## src/rtl/mmio_stream_bridge.sv

```systemverilog
// Memory-mapped write FIFO bridge: the CPU pushes {tag, data} entries per channel,
// and each channel drains them through a first-word-fall-through valid/ready port.
module mmio_stream_bridge #(
  parameter int          CHANNELS     = 2,
  parameter int          DATA_WIDTH   = 8,
  parameter int          TAG_WIDTH    = 12,
  parameter int          DEPTH        = 32,
  parameter logic [31:0] BASE_ADDRESS = 32'h1000,
  parameter bit          AUTO_INC     = 1'b1
) (
  input  logic                             clk,
  input  logic                             rst,
  input  logic [31:0]                      address,
  input  logic [31:0]                      wdata,
  input  logic [3:0]                       we,
  input  logic                             re,
  output logic [31:0]                      rdata,
  output logic                             hit,
  output logic [CHANNELS-1:0]              out_valid,
  input  logic [CHANNELS-1:0]              out_ready,
  output logic [CHANNELS*DATA_WIDTH-1:0]   out_data,
  output logic [CHANNELS*TAG_WIDTH-1:0]    out_tag,
  output logic                             pending
);

  localparam int          AW       = $clog2(DEPTH);
  localparam int          EW       = TAG_WIDTH + DATA_WIDTH;
  localparam logic [AW:0] FULL_CNT = (AW+1)'(DEPTH);
  localparam logic [31:0] WINDOW   = 32'(16 * CHANNELS);

  typedef enum logic [1:0] {
    REG_DATA   = 2'd0,
    REG_TAG    = 2'd1,
    REG_STATUS = 2'd2,
    REG_RSVD   = 2'd3
  } reg_e;

  logic [31:0]          rel;
  reg_e                 reg_sel;
  logic                 wr_cyc;
  logic [CHANNELS-1:0]  ch_sel;
  logic [CHANNELS-1:0]  push_req;
  logic [CHANNELS-1:0]  push_ok;
  logic [CHANNELS-1:0]  pop;

  logic [AW-1:0]        wr_ptr_q [CHANNELS];
  logic [AW-1:0]        wr_ptr_d [CHANNELS];
  logic [AW-1:0]        rd_ptr_q [CHANNELS];
  logic [AW-1:0]        rd_ptr_d [CHANNELS];
  logic [AW:0]          count_q  [CHANNELS];
  logic [AW:0]          count_d  [CHANNELS];
  logic [TAG_WIDTH-1:0] tag_q    [CHANNELS];
  logic [TAG_WIDTH-1:0] tag_d    [CHANNELS];
  logic [CHANNELS-1:0]  ovf_q;
  logic [CHANNELS-1:0]  ovf_d;

  logic [EW-1:0]        mem_q [CHANNELS][DEPTH];

  assign rel     = address - BASE_ADDRESS;
  assign hit     = (address >= BASE_ADDRESS) && (rel < WINDOW);
  assign reg_sel = reg_e'(address[3:2]);
  assign wr_cyc  = hit && (we != 4'b0);

  // NOTE: every always_comb output gets a default before any branch, so no latch is inferred.
  always_comb begin
    ch_sel   = '0;
    push_req = '0;
    push_ok  = '0;
    pop      = '0;
    ovf_d    = ovf_q;
    for (int n = 0; n < CHANNELS; n++) begin
      wr_ptr_d[n] = wr_ptr_q[n];
      rd_ptr_d[n] = rd_ptr_q[n];
      count_d[n]  = count_q[n];
      tag_d[n]    = tag_q[n];

      ch_sel[n]   = hit && (rel[31:4] == 28'(n));
      pop[n]      = (count_q[n] != '0) && out_ready[n];
      push_req[n] = wr_cyc && ch_sel[n] && (reg_sel == REG_DATA);
      // A full channel still takes a push when its head leaves in the same cycle.
      push_ok[n]  = push_req[n] && ((count_q[n] != FULL_CNT) || pop[n]);

      if (push_ok[n]) wr_ptr_d[n] = wr_ptr_q[n] + AW'(1);
      if (pop[n])     rd_ptr_d[n] = rd_ptr_q[n] + AW'(1);

      case ({push_ok[n], pop[n]})
        2'b10:   count_d[n] = count_q[n] + (AW+1)'(1);
        2'b01:   count_d[n] = count_q[n] - (AW+1)'(1);
        default: count_d[n] = count_q[n];
      endcase

      if (wr_cyc && ch_sel[n] && (reg_sel == REG_TAG))
        tag_d[n] = wdata[TAG_WIDTH-1:0];
      else if (push_ok[n] && AUTO_INC)
        tag_d[n] = tag_q[n] + TAG_WIDTH'(1);

      if (push_req[n] && !push_ok[n])
        ovf_d[n] = 1'b1;
      else if (wr_cyc && ch_sel[n] && (reg_sel == REG_STATUS) && wdata[2])
        ovf_d[n] = 1'b0;
    end
  end

  always_comb begin
    rdata = '0;
    if (hit && re) begin
      for (int n = 0; n < CHANNELS; n++) begin
        if (ch_sel[n]) begin
          case (reg_sel)
            REG_TAG:    rdata = 32'(tag_q[n]);
            REG_STATUS: rdata = {8'h00, 16'(count_q[n]), 5'h00, ovf_q[n],
                                 count_q[n] == FULL_CNT, count_q[n] == '0};
            default:    rdata = '0;
          endcase
        end
      end
    end
  end

  always_comb begin
    out_valid = '0;
    out_data  = '0;
    out_tag   = '0;
    for (int n = 0; n < CHANNELS; n++) begin
      out_valid[n]                          = count_q[n] != '0;
      out_data[n*DATA_WIDTH +: DATA_WIDTH]  = mem_q[n][rd_ptr_q[n]][DATA_WIDTH-1:0];
      out_tag[n*TAG_WIDTH +: TAG_WIDTH]     = mem_q[n][rd_ptr_q[n]][EW-1:DATA_WIDTH];
    end
  end

  assign pending = |out_valid;

  // NOTE: sequential state is updated only with non-blocking assignments.
  always_ff @(posedge clk) begin
    if (rst) begin
      for (int n = 0; n < CHANNELS; n++) begin
        wr_ptr_q[n] <= '0;
        rd_ptr_q[n] <= '0;
        count_q[n]  <= '0;
        tag_q[n]    <= '0;
      end
      ovf_q <= '0;
    end else begin
      for (int n = 0; n < CHANNELS; n++) begin
        wr_ptr_q[n] <= wr_ptr_d[n];
        rd_ptr_q[n] <= rd_ptr_d[n];
        count_q[n]  <= count_d[n];
        tag_q[n]    <= tag_d[n];
      end
      ovf_q <= ovf_d;
    end
  end

  // NOTE: FIFO storage has no reset; zeroed pointers and counts make stale entries invisible.
  always_ff @(posedge clk) begin
    for (int n = 0; n < CHANNELS; n++) begin
      if (push_ok[n] && !rst)
        mem_q[n][wr_ptr_q[n]] <= {tag_q[n], wdata[DATA_WIDTH-1:0]};
    end
  end

  logic unused_bits;
  assign unused_bits = ^{address[1:0], rel[3:0], wdata};

endmodule

```

## config.mk

```make
export PLATFORM = sky130hd
export DESIGN_NAME = mmio_stream_bridge
export DESIGN_NICKNAME = d
export VERILOG_FILES = /design/src/rtl/mmio_stream_bridge.sv
export SDC_FILE = /design/constraint.sdc
export NUM_CORES = 2
export LEC_CHECK = 0
export ABC_AREA = 1
export BUFFER_PORTS_ARGS = -buffer_cell sky130_fd_sc_hd__buf_2
export CAP_MARGIN = 20
export CELL_PAD_IN_SITES_DETAIL_PLACEMENT = 1
export CELL_PAD_IN_SITES_GLOBAL_PLACEMENT = 2
export CORE_MARGIN = 4
export CORE_UTILIZATION = 44
export CTS_CLUSTER_SIZE = 16
export DETAILED_ROUTE_END_ITERATION = 7
export PLACE_DENSITY_LB_ADDON = 0.1
export SETUP_SLACK_MARGIN = 0.02
export SYNTH_ARGS = -nofsm -noshare
export SYNTH_HDL_FRONTEND = slang
export SYNTH_SLANG_ARGS = --single-unit
```

## constraint.sdc

```tcl
create_clock -name clk -period 5.15 [get_ports clk]
set_input_delay 0.7725 -clock clk [delete_from_list [all_inputs] [get_ports clk]]
set_output_delay 0.7725 -clock clk [all_outputs]
set_load 0.005 [all_outputs]
```

==> impl_metrics.py <==
metrics = {
    "grt": {
        "grt_max_degree": 133,
        "antenna_violations_before_repair": 3,
        "globalRouteTotalUtil_pct": 25.0,
        "grt_remaining_overflow": 0,
        "grt_pass1_vias": 36600,
        "first_pass_grt_wire_length_um": 242000,
    },
    "clock_tree": {
        "cts.repair.resized": 0,
        "cts_max_level": 4,
        "clk_transition_reported_paths_ns": 0.07,
        "max-clock-path-buffers": 3,
        "cts-root-buf": "sky130_fd_sc_hd__clkbuf_16",
        "clkLatencyLatePin_ns": 0.76,
        "cts_tree": "yes",
        "cts_hold_buffers": 0,
        "post-cts-setup-buffers": 0,
        "clock-sinks": 1338,
        "numCtsBuffers": 142,
    },
    "floorplan": {
        "design.portCount": 149,
        "die_height_um": 360,
        "core_area_um2": 122000,
        "fp-row-count": 128,
        "initial_utilization_pct": 44.5,
        "die_area_um2": 130000,
        "die-width_um": 360,
    },
    "synthesis": {
        "ys.warnings.count": 0,
        "synth_top_flop_cell": "sky130_fd_sc_hd__edfxtp_1",
        "synth_area_um2": 54500,
        "synthCells": 4423,
        "synth_cell_types": 47,
        "synthesis.area_per_instance_um2": 12.3,
        "asyncSetResetFlopFracSynth_pct": 0,
        "largest_area_contributor_in_the_synthesized_netlist": "sky130_fd_sc_hd__edfxtp_1",
        "count_of_flip_flops_with_a_built_in_enable_after_synthesis": 1280,
        "top_cells_by_area_in_the_synthesized_netlist": "sky130_fd_sc_hd__edfxtp_1 71%, sky130_fd_sc_hd__o21ai_0 6.6%, sky130_fd_sc_hd__nor2_1 5.5%",
        "ys_ff_latch": 1338,
        "synth.yosys.seq_area_share_pct": 72.7,
        "synth_top_area_share_pct": 70.5,
    },
    "cells_and_area": {
        "final_layout_size_suffix_gt1_share_pct": 12.5,
        "layout.cells.most_common": "sky130_fd_sc_hd__edfxtp_1",
        "fin_area_um2": 62000,
        "num_antenna_cells": 0,
        "layout.nets": 4659,
        "flow.area_growth_from_synthesis_pct": 13.7,
        "mostFrequentLayoutCells": "1280 x sky130_fd_sc_hd__edfxtp_1, 753 x sky130_fd_sc_hd__nor2_1, 714 x sky130_fd_sc_hd__o21ai_0",
        "finish.cell_count_without_fillers": 6297,
    },
    "power_and_ir_drop": {
        "power.density_nw_per_um2": 433,
        "net_switching_power_figure_w": 0.00793,
        "p_int_w": 0.0189,
        "p_sw_share_pct": 29.6,
        "max-vdd-ir-drop_mv": 0.348,
        "power_leakage_nw": 20.2,
        "part_of_the_total_power_dissipated_in_combinational_logic_pct": 18.9,
        "share_clk_of_total_power_pct": 36.4,
        "p_seq_share_pct": 44.7,
    },
    "detailed_routing": {
        "routedWlPerCell_um": 26.2,
        "dr.first_iter.drc_count": 3040,
        "via_density_per_instance": 5.75,
        "remaining_antenna_violation_count_after_routing": 0,
        "post-route-drc-count": 0,
        "vias": 36200,
        "drt_pre_antenna_iters": 5,
        "routed_wl_um": 165000,
    },
    "sta": {
        "setup_total_neg_slack_ns": 0,
        "worst_pin_slew_ns": 1.01,
        "grt_setup_unrepaired": "false",
        "report.final.slew_viol_count": 0,
        "timing.max_slew.rel_slack_pct": 32.6,
        "maximum_clock_frequency_mhz": 210,
        "min_period_over_period_pct": 92.3,
        "fin_skew_ns": 0.0243,
        "report.final.hold_viol_count": 0,
        "final.min_clock_period_ns": 4.75,
        "setup_violations": 0,
    },
    "place": {
        "detailed_place.area_um2": 57600,
        "finalWeightedCongestion": 0.792,
        "place_hpwl_um": 98800,
        "port_buffers": 108,
        "dp.cells": 6042,
    },
    "worst_setup_path": {
        "depth_of_the_worst_register_to_register_path": 19,
        "reg2reg_slack_ns": 1.64,
        "worst-setup-path-type": "flop to primary output",
        "critical_path.startpoint_type": "flop",
        "worst-path-max-fanout": 132,
        "crit_arrival_ns": 3.98,
        "cp-end-kind": "primary output",
        "worst-endpoint-required_ns": 4.38,
    },
    "run_status": {
        "outcome": "completed",
    },
    "min_path": {
        "holdPathStages": 4,
        "min-delay-path-class": "input pin to flop",
    },
    "run": {
        "maxCapViolCount": 0,
    },
}
## worst max-delay path, stage by stage (launching register included)
cell,delay (ns)
sky130_fd_sc_hd__dfxtp_4,0.60
sky130_fd_sc_hd__inv_8,0.26
sky130_fd_sc_hd__o21ai_0,0.33
sky130_fd_sc_hd__o22ai_1,0.13
sky130_fd_sc_hd__o211ai_1,0.38
sky130_fd_sc_hd__nand3_1,0.37
sky130_fd_sc_hd__o21ai_0,0.67
sky130_fd_sc_hd__inv_1,0.13
sky130_fd_sc_hd__buf_2,0.17
## through the flow
| step | hold WS [ns] | utilization, % | setup WS [ns] | power [W] |
|---|---|---|---|---|
| floorplan | 0.444 | - | 0.956 | 0.0152 |
| CTS | 0.294 | 50.7 | 0.486 | 0.0271 |
| global route | 0.374 | 50.7 | 0.370 | 0.0281 |
| finish | 0.359 | 50.7 | 0.399 | 0.0268 |
| detailed placement | 0.474 | 47.1 | 0.578 | 0.0173 |
| global placement | 0.464 | 47.1 | 0.708 | 0.0172 |
## cells by family after synthesis
family	after synthesis	synth area share [%]
compound gates	1162	12.2
flops	1338	72.7
xor+xnor	27	0.434
simple gates	1423	10.8
buf+inv	447	3.25
other cells	1	0.00688
fa+ha+maj	25	0.601
## final cells by class
type / instances / area (um2)
Clock buffer: 184 / 3850
Tap cell: 1625 / 2030
Multi-Input combinational cell: 2655 / 13400
Timing Repair Buffer: 278 / 1950
Inverter: 146 / 568
Fill cell: 12400 / 60400
Sequential cell: 1338 / 39600
Clock inverter: 71 / 546
## layer usage
metal,share of wire [%],up-vias,track usage (%)
met2,49,771,42.1
met1,43,18600,33.4
met5,0.0055,-,0
li1,-,16600,-
met4,3.5,2,8.92
met3,4.1,248,3.41
## synthesized netlist by cell type (all sizes together) (3+ instances only)
cell	number
a211oi	14
a21oi	55
a31oi	12
and2	3
buf	37
clkbuf	264
clkinv	4
dfxtp	58
edfxtp	1280
ha	23
inv	142
nand2	332
nand3	168
nand3b	4
nand4	52
nor2	814
nor3	41
nor4	4
o211ai	35
o21ai	714
o221ai	111
o22ai	213
xnor2	8
xor2	19
## worst paths after layout
path                               startpoint                         end
setup reg to reg   count_q[0][0]$_SDFFE_PP0P_  count_q[0][5]$_SDFFE_PP0P_
hold / removal                   out_ready[0]       ovf_q[0]$_SDFFE_PP0P_
hold reg to reg         ovf_q[0]$_SDFFE_PP0P_       ovf_q[0]$_SDFFE_PP0P_
setup / recovery  rd_ptr_q[0][0]$_SDFFE_PP0P_                 out_tag[10]
## sequential cells by signal, indices dropped and copies added, names as in the netlist
| register | count |
|---|---|
| count_q | 12 |
| mem_q | 1280 |
| ovf_q | 2 |
| rd_ptr_q | 10 |
| tag_q | 24 |
| wr_ptr_q | 10 |
## power groups by stage
stage | Clock (W) | Combinational (W) | Sequential (W)
global placement | 0 | 0.00502 | 0.0122
finish | 0.00977 | 0.00507 | 0.0120
CTS | 0.00998 | 0.00512 | 0.0120
detailed placement | 0 | 0.00510 | 0.0122
floorplan | 0 | 0.00307 | 0.0121
global route | 0.0104 | 0.00562 | 0.0120
No activity file was read; power rests on OpenSTA's default activity.
